<file path="src/rtl/sa_seq_pkg.sv">
// rtl/sa_seq_pkg.sv - shared types and constants for the systolic array sequencer
package sa_seq_pkg;

   typedef enum logic [2:0] {
      S_IDLE  = 3'd0,
      S_CLEAR = 3'd1,
      S_FEED  = 3'd2,
      S_DRAIN = 3'd3,
      S_DONE  = 3'd4
   } state_t;

   // Stages after the PE input register: multiply, accumulate, output.
   localparam int PE_PIPE_LAT = 3;

   localparam logic [31:0] FP_ZERO = 32'h0000_0000;

   // Wide enough for K+N-2 at K = 2^KW-1 without wrapping.
   function automatic int feed_cnt_width(input int kw, input int n);
      return kw + $clog2(n) + 1;
   endfunction

endpackage

</file>
<file path="src/rtl/sa_lane_skew.sv">
// rtl/sa_lane_skew.sv - skewed enable and operand index for one feed lane
module sa_lane_skew #(
   parameter int KW   = 8,
   parameter int FCW  = 10,
   parameter int LANE = 0
) (
   input  logic [FCW-1:0] feed_cnt,
   input  logic [KW-1:0]  k,
   output logic           en,
   output logic [KW-1:0]  idx
);

   logic [FCW-1:0] lo;
   logic [FCW-1:0] hi;

   assign lo  = FCW'(LANE);
   assign hi  = lo + FCW'(k);
   assign en  = (feed_cnt >= lo) && (feed_cnt < hi);
   assign idx = en ? KW'(feed_cnt - lo) : '0;

endmodule

</file>
<file path="src/rtl/systolic_array_sequencer.sv">
// rtl/systolic_array_sequencer.sv - job sequencer for an N x N PE grid
// Optional perf counters (job_count, busy_cycles) under SA_SEQ_PERF_EN.
module systolic_array_sequencer
   import sa_seq_pkg::*;
#(
   parameter int N  = 4,
   parameter int KW = 8
) (
   input  logic            clk,
   input  logic            rst_n,
   input  logic            start,
   input  logic [KW-1:0]   k_len,
   output logic            busy,
   output logic            start_err,
   output logic            pe_rst_n,
   output logic [N-1:0]    lane_en,
   output logic [N*KW-1:0] lane_idx,
   output logic            result_valid,
   input  logic            result_ack
`ifdef SA_SEQ_PERF_EN
   ,
   output logic [15:0]     job_count,
   output logic [31:0]     busy_cycles
`endif
);

   localparam int FCW = feed_cnt_width(KW, N);
   localparam int DCW = $clog2(N + 3);

   state_t          state_q, state_d;
   logic [KW-1:0]   k_q, k_d;
   logic [FCW-1:0]  feed_cnt_q, feed_cnt_d;
   logic [DCW-1:0]  drain_cnt_q, drain_cnt_d;
   logic [FCW-1:0]  feed_last;
   logic [DCW-1:0]  drain_last;
   logic [N-1:0]    en_d;
   logic [N*KW-1:0] idx_d;

   logic            busy_d, start_err_d, pe_rst_n_d, result_valid_d;
   logic [N-1:0]    lane_en_d;
   logic [N*KW-1:0] lane_idx_d;

   assign feed_last  = FCW'(k_q) + FCW'(N) - FCW'(2);
   // N-1 hops to the far corner, then the PE pipeline stages.
   assign drain_last = DCW'(N - 1 + PE_PIPE_LAT - 1);

   always_ff @(posedge clk or negedge rst_n) begin
      if (!rst_n) begin
         state_q      <= S_IDLE;
         k_q          <= '0;
         feed_cnt_q   <= '0;
         drain_cnt_q  <= '0;
         busy         <= 1'b0;
         start_err    <= 1'b0;
         pe_rst_n     <= 1'b0;
         lane_en      <= '0;
         lane_idx     <= '0;
         result_valid <= 1'b0;
      end else begin
         state_q      <= state_d;
         k_q          <= k_d;
         feed_cnt_q   <= feed_cnt_d;
         drain_cnt_q  <= drain_cnt_d;
         busy         <= busy_d;
         start_err    <= start_err_d;
         pe_rst_n     <= pe_rst_n_d;
         lane_en      <= lane_en_d;
         lane_idx     <= lane_idx_d;
         result_valid <= result_valid_d;
      end
   end

   always_comb begin
      state_d     = state_q;
      k_d         = k_q;
      feed_cnt_d  = feed_cnt_q;
      drain_cnt_d = drain_cnt_q;
      unique case (state_q)
         S_IDLE: begin
            if (start && (k_len != '0)) begin
               state_d = S_CLEAR;
               k_d     = k_len;
            end
         end
         S_CLEAR: begin
            state_d    = S_FEED;
            feed_cnt_d = '0;
         end
         S_FEED: begin
            if (feed_cnt_q == feed_last) begin
               state_d     = S_DRAIN;
               drain_cnt_d = '0;
            end else begin
               feed_cnt_d = feed_cnt_q + FCW'(1);
            end
         end
         S_DRAIN: begin
            if (drain_cnt_q == drain_last) state_d = S_DONE;
            else drain_cnt_d = drain_cnt_q + DCW'(1);
         end
         S_DONE: begin
            if (result_ack) state_d = S_IDLE;
         end
         default: state_d = S_IDLE;
      endcase
   end

   for (genvar i = 0; i < N; i++) begin : g_lane
      sa_lane_skew #(
         .KW   (KW),
         .FCW  (FCW),
         .LANE (i)
      ) u_skew (
         .feed_cnt (feed_cnt_d),
         .k        (k_q),
         .en       (en_d[i]),
         .idx      (idx_d[i*KW +: KW])
      );
   end

   // Outputs are decoded from the next state so they are registered yet aligned to it.
   always_comb begin
      busy_d         = (state_d != S_IDLE);
      pe_rst_n_d     = (state_d != S_CLEAR);
      result_valid_d = (state_d == S_DONE);
      start_err_d    = (state_q == S_IDLE) && start && (k_len == '0);
      lane_en_d      = '0;
      lane_idx_d     = '0;
      if (state_d == S_FEED) begin
         lane_en_d  = en_d;
         lane_idx_d = idx_d;
      end
   end

`ifdef SA_SEQ_PERF_EN
   always_ff @(posedge clk or negedge rst_n) begin
      if (!rst_n) begin
         job_count   <= '0;
         busy_cycles <= '0;
      end else begin
         if ((state_q == S_DONE) && result_ack && (job_count != 16'hFFFF))
            job_count <= job_count + 16'd1;
         if (busy && (busy_cycles != 32'hFFFF_FFFF))
            busy_cycles <= busy_cycles + 32'd1;
      end
   end
`endif

endmodule

</file>
<file path="config.mk">
export PLATFORM = sky130hd
export DESIGN_NAME = systolic_array_sequencer
export DESIGN_NICKNAME = d
export VERILOG_FILES = /design/src/rtl/sa_seq_pkg.sv /design/src/rtl/sa_lane_skew.sv /design/src/rtl/systolic_array_sequencer.sv
export SDC_FILE = /design/constraint.sdc
export NUM_CORES = 1
export LEC_CHECK = 0
export CORE_ASPECT_RATIO = 1.2
export CORE_MARGIN = 4
export CORE_UTILIZATION = 55
export DETAILED_ROUTE_END_ITERATION = 6
export GPL_ROUTABILITY_DRIVEN = 0
export HOLD_SLACK_MARGIN = 0.15
export PLACE_DENSITY = 0.78
export REMOVE_ABC_BUFFERS = 1
export SYNTH_ARGS = -nofsm -noshare
export SYNTH_HDL_FRONTEND = slang
export SYNTH_SLANG_ARGS = --single-unit
</file>
<file path="constraint.sdc">
create_clock -name clk -period 6.14 [get_ports clk]
set_input_delay 1.535 -clock clk [delete_from_list [all_inputs] [get_ports clk]]
set_output_delay 1.535 -clock clk [all_outputs]
set_load 0.1 [all_outputs]
</file>
Word level (Yosys, flattened, before mapping)
Index checks and enable logic that the tools add are counted.

Flip-flop bits (word level): 65. Input bits: 12. Output and inout bits: 40. Word-level logic and storage cells: 69.

$add $sub $neg: 10. $lt $le $gt $ge: 8. Eq/ne operators: 11. Multiplexer cells: 16. Reduce and logical (&&, ||, !) cells: 14.

Operator list (number): 11-bit by 9-bit less-than comparator with 1-bit output (3); 32-bit 2-to-1 mux (1); 8-bit 2-to-1 mux (4); 11-bit by 1-bit greater-or-equal comparator with 1-bit output (second input constant) (2); 11-bit by 2-bit greater-or-equal comparator with 1-bit output (second input constant) (2); 11-bit case mux with 2 select lines (1); 2-bit by 8-bit adder with 9-bit output (first input constant) (2); 3-bit 2-to-1 mux (6); 8-bit by 2-bit subtractor with 8-bit output (second input constant) (2); 3-bit case mux with 5 select lines (1); 11-bit by 1-bit adder with 11-bit output (second input constant) (1); 11-bit == test (1); 11-bit by 8-bit less-than comparator with 1-bit output (1); 11-bit 2-to-1 mux (1); 9-bit by 2-bit subtractor with 10-bit output (second input constant) (1); 1-bit by 8-bit adder with 9-bit output (first input constant) (1); 8-bit by 3-bit adder with 9-bit output (second input constant) (1); 3-bit by 2-bit == test with 1-bit output (second input constant) (3); 3-bit == test (second input constant) (3); 8-bit zero test (1); 8-bit nonzero test (1); 8-bit by 1-bit subtractor with 8-bit output (second input constant) (1); 1-bit logical AND (7); 3-bit case mux with 2 select lines (1); other kinds (10) (11).

Logic depth before layout (Yosys ltp)
Depth after elaboration: 9. Gate-level depth with buffers: 20. Mapped depth without buffers: 17.

Cells and area by module
A second synthesis with hierarchy kept.

Cell total of the unflattened synthesis: 476. Area total of the unflattened synthesis: 4551.9 sq um.

Modules (own cells, without submodules): systolic_array_sequencer (instances 1, cells each 247, area each 2825.2 sq um, sequential area each 1626.6 sq um); sa_lane_skew (g_lane[1].u_skew) (instances 1, cells each 63, area each 493.0 sq um, sequential area each 0.0 sq um); sa_lane_skew (g_lane[2].u_skew) (instances 1, cells each 62, area each 476.7 sq um, sequential area each 0.0 sq um); sa_lane_skew (g_lane[3].u_skew) (instances 1, cells each 61, area each 457.9 sq um, sequential area each 0.0 sq um); sa_lane_skew (g_lane[0].u_skew) (instances 1, cells each 43, area each 299.0 sq um, sequential area each 0.0 sq um).

Worst setup path before layout
OpenSTA, ideal clock, no wires.

Kind: register to register. Start point: reg k_q[1]. End point: reg lane_idx[13]. Setup time: 0.080 ns. Data arrival time: 4.322 ns. Data required time: 6.060 ns. Slack: 1.738 ns. Stages on the path, launching flop included: 18. Path buffers: 1. Clock period less this slack: 4.402 ns. Cells stage by stage: dfrtp_1 -> inv_1 -> ha_1 -> xnor2_1 -> or4_4 -> nor4_4 -> and4b_1 -> buf_6 -> nor2_4 -> a21oi_1 -> inv_1 -> ha_1 -> o21a_1 -> o21ai_0 -> a31oi_1 -> o32a_1 -> a41oi_2 -> nor3b_2.

Cells in the longest elaborated chain, start to end: 9. Elaborated cells on any way between the ends: 15. Those cells by class: add/sub (4); order compare (2); eq/ne (2); mux (6); reduce/logical (1).

RTL lines: start: declaration (line systolic_array_sequencer.sv:31) `logic [KW-1:0] k_q, k_d;`; start signal: assignment (line systolic_array_sequencer.sv:61) `k_q <= k_d;`; 8-bit by 3-bit adder with 9-bit output (*) (line systolic_array_sequencer.sv:43) `assign feed_last = FCW'(k_q) + FCW'(N) - FCW'(2);`; 9-bit by 2-bit subtractor with 10-bit output (*) (line systolic_array_sequencer.sv:43); 11-bit == test (*) (line systolic_array_sequencer.sv:90) `if (feed_cnt_q == feed_last) begin`; 11-bit 2-to-1 mux (*) (line systolic_array_sequencer.sv:90); 11-bit case mux with 2 select lines (*) (line systolic_array_sequencer.sv:78) `unique case (state_q)`; net feed_cnt_d[1] (line systolic_array_sequencer.sv:32) `logic [FCW-1:0] feed_cnt_q, feed_cnt_d;`; 11-bit by 1-bit greater-or-equal comparator with 1-bit output / 11-bit by 9-bit less-than comparator with 1-bit output (equally long branches) (line sa_lane_skew.sv:18) `assign en = (feed_cnt >= lo) && (feed_cnt < hi);`; 1-bit logical AND (line sa_lane_skew.sv:18); 8-bit 2-to-1 mux (*) (line sa_lane_skew.sv:19) `assign idx = en ? KW'(feed_cnt - lo) : '0;`; 32-bit 2-to-1 mux (*) (line systolic_array_sequencer.sv:129) `if (state_d == S_FEED) begin`; net lane_idx_d[13] (line systolic_array_sequencer.sv:41) `logic [N*KW-1:0] lane_idx_d;`; end signal: assignment (line systolic_array_sequencer.sv:68) `lane_idx <= lane_idx_d;`; end: declaration (line systolic_array_sequencer.sv:17) `output logic [N*KW-1:0] lane_idx,`.

Mark *: on every way through the listed nets, which the timed path passes. The rest lies on a longest branch. A chain may end at the register's enable or synchronous reset.

Final worst setup path
Start point: reg k_q[1]. End point: reg lane_idx[0].

Cells in the longest elaborated chain, start to end: 9. Elaborated cells on any way between the ends: 13. Those cells by class: add/sub (2); order compare (2); eq/ne (2); mux (6); reduce/logical (1).

RTL lines (line): 8-bit by 3-bit adder with 9-bit output (*) (systolic_array_sequencer.sv:43); 9-bit by 2-bit subtractor with 10-bit output (*) (systolic_array_sequencer.sv:43); 11-bit == test (*) (systolic_array_sequencer.sv:90); 11-bit 2-to-1 mux (*) (systolic_array_sequencer.sv:90); 11-bit case mux with 2 select lines (*) (systolic_array_sequencer.sv:78); net feed_cnt_d[5] (systolic_array_sequencer.sv:32); 11-bit by 1-bit greater-or-equal comparator with 1-bit output / 11-bit by 8-bit less-than comparator with 1-bit output (equally long branches) (sa_lane_skew.sv:18); 1-bit logical AND (*) (sa_lane_skew.sv:18); 8-bit 2-to-1 mux (*) (sa_lane_skew.sv:19); 32-bit 2-to-1 mux (*) (systolic_array_sequencer.sv:129); net lane_idx_d[0] (systolic_array_sequencer.sv:41).

Marks and branches as above.

==> results.md <==
* Status: finished, final reports clean
* First-pass GRT wire length at 19100 um
* Synth Area in XOR/XNOR at 0.0775
* Nets at 571
* EDFF count, synth at 0
* Crit path kind: reg -> reg
* Final period util at 0.869
* Syn Std Cell Area at 0.00458 sq mm
* Post-route setup TNS at 0 ns
* Area Growth Syn to Fin at 15.0%
* Area of the multi-input gates at 0.00269 sq mm
* Vias in the first global route at 3859
* Reg2Reg Depth at 16
* Critical Path RT at 6.41 ns
* Mean Syn Cell Area at 9.75 sq um
* Antenna violations before repair at 0
* FFs w/ async S/R, synth at 1.00
* Via-per-instance ratio at 6.16
* Pre-antenna DRT Iters at 4
* Hold_sp: drain_cnt_q[0]$_DFFE_PN0P_
* Clk_lat worst skew at 0.35 ns
* Flop2flop setup slack at 0.80 ns
* Total GRT Usage at 0.247
* Final max-slew violation count at 0
* Proportion of layout cells with a drive suffix above 1 at 0.140
* CTS resizes at 0
* CTS tree: built
* Core Util, Final at 0.650
* Synth top area share at 0.355
* Worst setup EP type: flip-flop
* Clock sinks at 65
* CTS Buffer Depth at 2
* CP Launch Type: flip-flop
* RR Endpoint: lane_idx[0]$_DFF_PN0_
* DR iter-0 viols at 336
* # Post-CTS Setup Buffers at 0
* Largest net degree at the start of global routing at 66
* Post-synthesis mux area share at 0.00464
* Top_reg_cell synth: dfrtp_1
* Synth top area cells: dfrtp_1, ha_1, xnor2_1, nand2_1, nor2_1
* Max-slew headroom at 0.342
* Worst R2R Start: k_q[1]$_DFFE_PN0P_
* Post-synthesis sequential area ratio at 0.355
* Crit-path cells: inv_1 -> ha_1 -> xnor2_1 -> or4_4 -> nor4_4 -> nand4b_2 -> a211oi_2 -> nor2_1 -> buf_4 -> inv_1 -> ha_1 -> a21o_1 -> a21o_1 -> a2111oi_0 -> o311ai_2 -> nor2_1
* Final WL at 11500 um
* Placed instance area at 0.00511 sq mm
* Post-synthesis compound-gate area fraction at 0.165
* Crit-path max FO at 12
* Die Ht at 108 um
* IO buf count at 51
* Synth Register Bits at 65
* Data arrival time of the worst path at 5.60 ns
* H-Tree Depth at 3
* Initial core utilization at 0.565
* Die footprint at 0.00987 sq mm
* Core ar. at 0.00811 sq mm
* Root Buffer: clkbuf_8
* RSZ-0062 raised after global routing: false
* Worst path bufs/invs at 3
* CTS buffer count at 9
* Minimum clock period at 5.34 ns
* Ant. Diodes at 0
* DRC errors left at 0
* Register Area at 0.00163 sq mm
* Skew final at 0.00959 ns
* Fmax at 0.187 GHz
* Cell area after layout at 0.00527 sq mm
* HP Class: reg -> reg
* Slew at the pin with the worst max-slew slack at 0.984 ns
* Worst Hold Endpoint: drain_cnt_q[0]$_DFFE_PN0P_
* Fill count at 675
* Largest delay share family, worst path: compound AO/OA/AOI/OAI gates
* Delay of the slowest critical-path stage at 0.68 ns
* I/O pins at 52
* Hpwl dp at 8770 um
* Via count at 3786
* Final setup violation count at 0
* Synth Area in Adders at 0.117
* Final Hold Viols at 0
* Number of cells on the worst hold path at 1
* Cell taking the most area after synthesis: dfrtp_1
* Clock Pin Slew Worst Setup and Hold Paths at 0.07 ns
* Final ANT Viol Nets at 0
* Yosys cell types at 82
* Cells after synthesis at 470
* Crit-path slowest cell: a2111oi_0
* Post-synthesis simple-gate area fraction at 0.221
* WL/cell at 18.7 um
* Ys Warns at 0
* GRT overflow at 0
* Maximum Capacitance Violations at 0
* Die X at 91.3 um
* Cell Rows at 36
* Main combinational cell family by area after synthesis: simple AND/OR/NAND/NOR gates
* # hold bufs at CTS at 0
## stage by stage
stage	hold slack (ns)	std cells	setup WS (ns)
6_report	0.515	615	0.804
5_1_grt	0.536	615	0.612
4_1_cts	0.521	615	0.896
3_5_place_dp	0.511	600	0.945
3_3_place_gp	0.501	600	1.29
2_1_floorplan	0.484	449	1.62
## cell type report
cell class              instances  area share
clock inverters                 3     0.00332
multi-input cells             349       0.510
repair buffers                 56       0.103
well taps                      95      0.0225
inverters                      35      0.0256
clock buffers                  12      0.0275
flip-flops and latches         65       0.308
## worst register-to-register path: stages, from the launching register on
cell	delay, ns
dfrtp_1	0.52
inv_1	0.17
ha_1	0.38
xnor2_1	0.14
or4_4	0.54
nor4_4	0.24
nand4b_2	0.37
a211oi_2	0.41
nor2_1	0.09
buf_4	0.17
inv_1	0.27
ha_1	0.33
a21o_1	0.19
a21o_1	0.17
a2111oi_0	0.68
o311ai_2	0.41
nor2_1	0.19
## how the worst max path moves through the flow
| stage | depth (start not counted) | end | from | slack [ns] |
|---|---|---|---|---|
| floorplan | 16 | lane_idx[13]$_DFF_PN0_ | k_q[1]$_DFFE_PN0P_ | 1.62 |
| global placement | 15 | lane_idx[20]$_DFF_PN0_ | k_q[1]$_DFFE_PN0P_ | 1.29 |
| detailed placement | 16 | lane_idx[7]$_DFF_PN0_ | k_q[1]$_DFFE_PN0P_ | 0.94 |
| CTS | 16 | lane_idx[7]$_DFF_PN0_ | k_q[1]$_DFFE_PN0P_ | 0.90 |
| global route | 16 | lane_idx[2]$_DFF_PN0_ | k_q[1]$_DFFE_PN0P_ | 0.61 |
| finish | 16 | lane_idx[0]$_DFF_PN0_ | k_q[1]$_DFFE_PN0P_ | 0.80 |
## synth_stat cells, drive strengths merged (3+ instances only)
cell type / instances
a211oi: 3
a21o: 6
a21oi: 20
a311oi: 5
a31oi: 7
and2: 10
and3: 9
buf: 14
clkbuf: 7
dfrtp: 65
ha: 43
inv: 33
nand2: 30
nand2b: 5
nand3: 19
nand4: 14
nor2: 47
nor2b: 6
nor3: 6
nor4: 6
o211ai: 5
o21a: 4
o21ai: 17
o311ai: 3
o31ai: 3
or2: 3
or3: 5
or4: 3
xnor2: 34
xor2: 4
## per-layer routing
metal	wire length, um	track usage	part of all wire
met1	4620	0.280	0.40
met2	5700	0.433	0.50
met3	658	0.0529	0.057
met4	526	0.136	0.046
met5	0	0	0
## registers in the layout, indices dropped and copies added (netlist names)
signal / cells
result_valid: 1
feed_cnt_q: 11
busy: 1
drain_cnt_q: 3
lane_en: 4
start_err: 1
pe_rst_n: 1
k_q: 8
state_q: 3
lane_idx: 32
## cell usage in the layout, fill, tap and decap left out, types with 6 or more instances in the layout
cell / instances
a21o_1: 6
nand2_1: 30
ha_1: 43
dfrtp_1: 65
a21oi_1: 20
inv_1: 28
and3_1: 8
clkbuf_8: 10
and2_1: 9
xnor2_1: 34
nor2b_1: 6
nor2_2: 16
nor2_1: 30
clkdlybuf4s50_1: 50
nand3_1: 18
o21ai_0: 17
nand4_1: 14
## logic make-up (layout without fill, tap and decap cells)
family / count (synthesis) / after routing
simple gates: 174 / 174
flops: 65 / 65
compound gates: 91 / 91
buf+inv: 56 / 106
fa+ha+maj: 43 / 43
xor+xnor: 39 / 39
mux: 2 / 2
Power is not shown: default switching activity piles up to over one toggle a cycle in this logic, so the estimate is an artifact.
